==> src/rtl/avalon_cmd_master.sv <==
// rtl/avalon_cmd_master.sv - byte-framed command decoder driving single Avalon-MM reads/writes
module avalon_cmd_master #(
  parameter int TIMEOUT_CYCLES = 50_000,
  parameter int BUS_TIMEOUT    = 1024
) (
  input  logic        clock,
  input  logic        reset,
  input  logic [7:0]  rx_data,
  input  logic        rx_valid,
  output logic        rx_ready,
  output logic [7:0]  tx_data,
  output logic        tx_valid,
  input  logic        tx_ready,
  output logic [15:0] avm_address,
  output logic        avm_read,
  output logic        avm_write,
  output logic [31:0] avm_writedata,
  input  logic [31:0] avm_readdata,
  input  logic        avm_waitrequest,
  output logic        busy,
  output logic [15:0] error_count
);

  localparam int TO_W = $clog2(TIMEOUT_CYCLES + 1);
  localparam int BT_W = $clog2(BUS_TIMEOUT + 1);
  localparam logic [TO_W-1:0] TO_LAST = TO_W'(TIMEOUT_CYCLES - 1);
  localparam logic [BT_W-1:0] BT_LAST = BT_W'(BUS_TIMEOUT - 1);

  localparam logic [7:0] OP_WRITE = 8'h57;
  localparam logic [7:0] OP_READ  = 8'h52;
  localparam logic [7:0] ACK_BYTE = 8'h06;
  localparam logic [7:0] NAK_BYTE = 8'h15;

  typedef enum logic [2:0] {
    S_IDLE,
    S_ADDR_HI,
    S_ADDR_LO,
    S_WDATA,
    S_BUS_WRITE,
    S_BUS_READ,
    S_RESP,
    S_NAK
  } state_t;

  state_t          state;
  logic            is_write;
  logic [15:0]     addr_q;
  logic [2:0]      byte_cnt;
  logic [23:0]     wdata_sr;
  logic [23:0]     resp_sr;
  logic [1:0]      resp_left;
  logic [TO_W-1:0] to_cnt;
  logic [BT_W-1:0] bus_cnt;
  logic            rx_fire;
  logic            tx_fire;

  assign rx_fire = rx_valid && rx_ready;
  assign tx_fire = tx_valid && tx_ready;

  // Frame decode, bus sequencing and response streaming; all outputs registered
  always_ff @(posedge clock or posedge reset) begin
    if (reset) begin
      state         <= S_IDLE;
      is_write      <= 1'b0;
      addr_q        <= 16'h0000;
      byte_cnt      <= 3'd0;
      wdata_sr      <= 24'h000000;
      resp_sr       <= 24'h000000;
      resp_left     <= 2'd0;
      to_cnt        <= '0;
      bus_cnt       <= '0;
      rx_ready      <= 1'b0;
      tx_data       <= 8'h00;
      tx_valid      <= 1'b0;
      avm_address   <= 16'h0000;
      avm_read      <= 1'b0;
      avm_write     <= 1'b0;
      avm_writedata <= 32'h0000_0000;
      busy          <= 1'b0;
      error_count   <= 16'h0000;
    end else begin
      case (state)
        S_IDLE: begin
          to_cnt   <= '0;
          rx_ready <= 1'b1;
          if (rx_fire) begin
            busy <= 1'b1;
            if (rx_data == OP_WRITE || rx_data == OP_READ) begin
              is_write <= (rx_data == OP_WRITE);
              state    <= S_ADDR_HI;
            end else begin
              state    <= S_NAK;
              rx_ready <= 1'b0;
              tx_valid <= 1'b1;
              tx_data  <= NAK_BYTE;
              if (error_count != 16'hFFFF) error_count <= error_count + 16'd1;
            end
          end
        end

        S_ADDR_HI, S_ADDR_LO, S_WDATA: begin
          if (rx_fire) begin
            to_cnt <= '0;
            if (state == S_ADDR_HI) begin
              addr_q[15:8] <= rx_data;
              state        <= S_ADDR_LO;
            end else if (state == S_ADDR_LO) begin
              addr_q[7:0] <= rx_data;
              if (is_write) begin
                byte_cnt <= 3'd0;
                state    <= S_WDATA;
              end else begin
                // Last byte of a read frame: strobe goes out next cycle
                avm_address <= {addr_q[15:8], rx_data};
                avm_read    <= 1'b1;
                bus_cnt     <= '0;
                rx_ready    <= 1'b0;
                state       <= S_BUS_READ;
              end
            end else begin
              wdata_sr <= {wdata_sr[15:0], rx_data};
              if (byte_cnt == 3'd3) begin
                avm_address   <= addr_q;
                avm_writedata <= {wdata_sr, rx_data};
                avm_write     <= 1'b1;
                bus_cnt       <= '0;
                rx_ready      <= 1'b0;
                state         <= S_BUS_WRITE;
              end else begin
                byte_cnt <= byte_cnt + 3'd1;
              end
            end
          end else if (to_cnt == TO_LAST) begin
            // Host went silent mid-frame: drop the partial frame and NAK
            state    <= S_NAK;
            rx_ready <= 1'b0;
            tx_valid <= 1'b1;
            tx_data  <= NAK_BYTE;
            if (error_count != 16'hFFFF) error_count <= error_count + 16'd1;
          end else begin
            to_cnt <= to_cnt + 1'b1;
          end
        end

        S_BUS_WRITE, S_BUS_READ: begin
          if (!avm_waitrequest) begin
            avm_write <= 1'b0;
            avm_read  <= 1'b0;
            tx_valid  <= 1'b1;
            state     <= S_RESP;
            if (state == S_BUS_WRITE) begin
              tx_data   <= ACK_BYTE;
              resp_left <= 2'd0;
            end else begin
              tx_data   <= avm_readdata[31:24];
              resp_sr   <= avm_readdata[23:0];
              resp_left <= 2'd3;
            end
          end else if (bus_cnt == BT_LAST) begin
            // Slave never released the bus: abandon the transfer
            avm_write <= 1'b0;
            avm_read  <= 1'b0;
            state     <= S_NAK;
            tx_valid  <= 1'b1;
            tx_data   <= NAK_BYTE;
            if (error_count != 16'hFFFF) error_count <= error_count + 16'd1;
          end else begin
            bus_cnt <= bus_cnt + 1'b1;
          end
        end

        S_RESP: begin
          if (tx_fire) begin
            if (resp_left == 2'd0) begin
              tx_valid <= 1'b0;
              rx_ready <= 1'b1;
              busy     <= 1'b0;
              state    <= S_IDLE;
            end else begin
              tx_data   <= resp_sr[23:16];
              resp_sr   <= {resp_sr[15:0], 8'h00};
              resp_left <= resp_left - 2'd1;
            end
          end
        end

        S_NAK: begin
          if (tx_fire) begin
            tx_valid <= 1'b0;
            rx_ready <= 1'b1;
            busy     <= 1'b0;
            state    <= S_IDLE;
          end
        end

        default: begin
          state <= S_IDLE;
        end
      endcase
    end
  end

endmodule

==> config.mk <==
export PLATFORM = sky130hd
export DESIGN_NAME = avalon_cmd_master
export DESIGN_NICKNAME = d
export VERILOG_FILES = /design/src/rtl/avalon_cmd_master.sv
export SDC_FILE = /design/constraint.sdc
export NUM_CORES = 1
export LEC_CHECK = 0
export ABC_AREA = 0
export CAP_MARGIN = 30
export CORE_MARGIN = 2
export CORE_UTILIZATION = 40
export CTS_CLUSTER_DIAMETER = 60
export CTS_CLUSTER_SIZE = 30
export DETAILED_ROUTE_END_ITERATION = 12
export PLACE_DENSITY = 0.71
export SYNTH_ARGS = -nofsm -noshare
export SYNTH_HDL_FRONTEND = slang
export SYNTH_SLANG_ARGS = --single-unit
==> constraint.sdc <==
create_clock -name clock -period 7.42 [get_ports clock]
set_input_delay 1.113 -clock clock [delete_from_list [all_inputs] [get_ports clock]]
set_output_delay 1.113 -clock clock [all_outputs]
set_load 0.03 [all_outputs]
==> flow_summary.json <==
{
  "synth-main-ff-cell": "dfrtp_1",
  "initial_utilization_pct": 40.8,
  "ys_ff_latch": 177,
  "crit_required_ns": 7.73,
  "power.leakage_uw": 0.00464,
  "ir_drop_v": 0.000156,
  "layout_common_cells": "dfrtp_1 (177), clkdlybuf4s50_1 (121), mux2_2 (86)",
  "fmax_ghz": 0.287,
  "synthAdderAreaFrac_pct": 0.945,
  "cts_tree": "done",
  "fin_crit_sh_pct": 46.9,
  "finalPower_uw": 2010,
  "status": "completed",
  "min_path_cells": 2,
  "grt_antenna_before_repair": 0,
  "clockRootBuffer": "clkbuf_16",
  "min_to": "resp_sr[12]",
  "drv_cap": 0,
  "cp_slowest_cell": "a21oi_1",
  "rows": 51,
  "hold_viol": 0,
  "die_y_um": 145,
  "hold_buffers": 0,
  "worst_slack_ns": 3.94,
  "die_area_um2": 21000,
  "final_common_cell": "dfrtp_1",
  "async_reset_ff_share_pct": 100,
  "cp-end-kind": "flop",
  "crit_chain": "clkdlybuf4s50_1 > nand2_1 > a21oi_1 > a21o_1 > nor3_4 > mux2_2",
  "grt_max_degree": 103,
  "slowest_delay_ns": 0.85,
  "cts_buffers": 17,
  "dp_cells": 1062,
  "criticalPathCategory": "in2reg",
  "io_pins": 122,
  "postSynthAreaPerCell_um2": 11.4,
  "die-width_um": 145,
  "ys_seq_area_share_pct": 55.8,
  "ant_nets": 0,
  "period_needed_ns": 3.48,
  "pre_cts_ws_ns": 3.49,
  "drt_iter0_markers": 365,
  "viasPerCell": 5.11,
  "port-buffer-count": 121,
  "synth-compound-area-share_pct": 8.79,
  "rsz0062_at_grt": "false",
  "synth_fp_nets": 750,
  "clock-sinks": 177,
  "cts_setup_buffers": 0,
  "p_per_area_nw_per_um2": 199,
  "grt_use_total_pct": 16.6,
  "r2r_slack_ns": 4.31,
  "drc_errors": 0,
  "setup_viol_count_final": 0,
  "htree_levels": 4,
  "drv_slew": 0,
  "hold_start": "resp_sr[12]",
  "nets": 868,
  "worstSetupStartpointType": "input pin",
  "synth_edf_count": 0,
  "synth_warnings": 0,
  "insertion_delay_ns": 0.43,
  "synth_top_family_by_area": "multiplexers",
  "yosys.area_share.simple_pct": 13.6,
  "ys_types": 59,
  "clockBufferDepth": 2,
  "grt_pass1_wl_um": 28300,
  "fin_cells": 1095,
  "num_vias": 5595,
  "fillers": 1723,
  "cts_resized": 0,
  "r2r-end": "tx_data[0]",
  "routed_wl_um": 17000,
  "overflow": 0,
  "gp_congestion": 0.831,
  "syn-cell-area_um2": 7940,
  "worstPathArrival_ns": 3.80,
  "synthMuxAreaShare_pct": 15.5,
  "postSynthCellCount": 699,
  "antenna_cells": 0,
  "hold_path_class": "reg2reg",
  "coreArea_um2": 19500,
  "dp_hpwl_um": 11600,
  "drive_gt1_share_pct": 16.4,
  "r2r_start": "state[1]",
  "r2r_cells": 5,
  "grt_pass1_vias": 5454,
  "fin_worst_skew_ns": 0.00978,
  "drt-pass1-iter-count": 5,
  "path_max_fanout": 17,
  "avgRoutedWirePerCell_um": 15.6,
  "worst_pin_slew_ns": 0.983,
  "path_clk_slew_ns": 0.07,
  "tns_ns": 0,
  "synth-xor-area-share_pct": 3.09,
  "area_growth_pct": 27.6,
  "slew_headroom_pct": 34.5
}
-- sequential cells by signal (all words and copies together), names as in the netlist --
register / cells
addr_q: 16
avm_address: 16
avm_read: 1
avm_write: 1
avm_writedata: 32
bus_cnt: 11
busy: 1
byte_cnt: 3
error_count: 16
is_write: 1
resp_left: 2
resp_sr: 24
rx_ready: 1
state: 3
to_cnt: 16
tx_data: 8
tx_valid: 1
wdata_sr: 24
-- routing by layer --
metal / vias to the layer above / part of all wire [%] / GRT usage (%) / wire [µm]
li1: 2731 / - / - / -
met1: 2736 / 47 / 23.2 / 7940
met2: 112 / 48 / 25.8 / 8180
met3: 16 / 4.3 / 3.93 / 725
met4: 0 / 1.1 / 4.80 / 194
met5: - / 0 / 0 / 0
-- logic make-up after synthesis --
| family | after synthesis |
|---|---|
| AO/OA/AOI/OAI | 114 |
| XOR/XNOR | 28 |
| adder cells (fa/ha/maj) | 6 |
| buffers and inverters | 45 |
| flip-flops | 177 |
| multiplexers | 112 |
| AND/OR/NAND/NOR | 217 |
-- Yosys cell counts (all sizes together) (13+ instances only) --
cell	n	area share, %
xor2	19	2.1
nor2	39	1.8
nor4	14	1.2
clkbuf	23	1.1
nand2	78	3.7
mux2i	26	3.3
dfrtp	177	56
inv	13	0.61
mux2	86	12
nand3	18	1.1
a21oi	25	1.6
o21ai	49	3.1
nor3	16	1.2
-- critical path, delay by kind of cell --
kind	cells	cell delay (ns)
AOI/OAI and AO/OA	2	1.47
and+or+nand+nor	2	0.40
muxes	1	0.31
buffers and inverters	1	0.49
-- area by class of cell --
type / instances / area (µm²) / share of cell area, %
flip-flops and latches: 177 / 4430 / 43.7
multi-input cells: 477 / 3340 / 33.0
repair buffers: 129 / 1310 / 12.9
clock buffers: 21 / 460 / 4.54
well taps: 265 / 332 / 3.27
clock inverters: 11 / 199 / 1.96
inverters: 15 / 61.3 / 0.605
-- power by group --
group | internal (µW) | switching, µW
Clock | 620 | 373
Combinational | 25.7 | 29.8
Sequential | 965 | 0
-- per-stage QoR --
step                instance area (µm²)  hold WS, ns  util (%)
global placement                   9410        0.460      48.4
floorplan                          7940        0.444         -
finish                            10100        0.476      52.1
detailed placement                 9450        0.467      48.5
global route                      10100        0.502      52.1
CTS                               10100        0.484      51.9
-- how the worst max path moves through the flow --
| stage | end | startpoint | slack, ns | cells past startpoint |
|---|---|---|---|---|
| 5_1_grt | tx_data[0] | rx_valid | 3.76 | 6 |
| 3_3_place_gp | state[1] | rx_valid | 3.48 | 6 |
| 6_report | tx_data[0] | rx_valid | 3.94 | 6 |
| 4_1_cts | tx_data[2] | rx_valid | 3.94 | 6 |
| 3_5_place_dp | tx_data[2] | rx_valid | 3.49 | 6 |
| 2_1_floorplan | addr_q[0] | reset | 1.51 | 1 |
(Power assumes the default switching activity.)
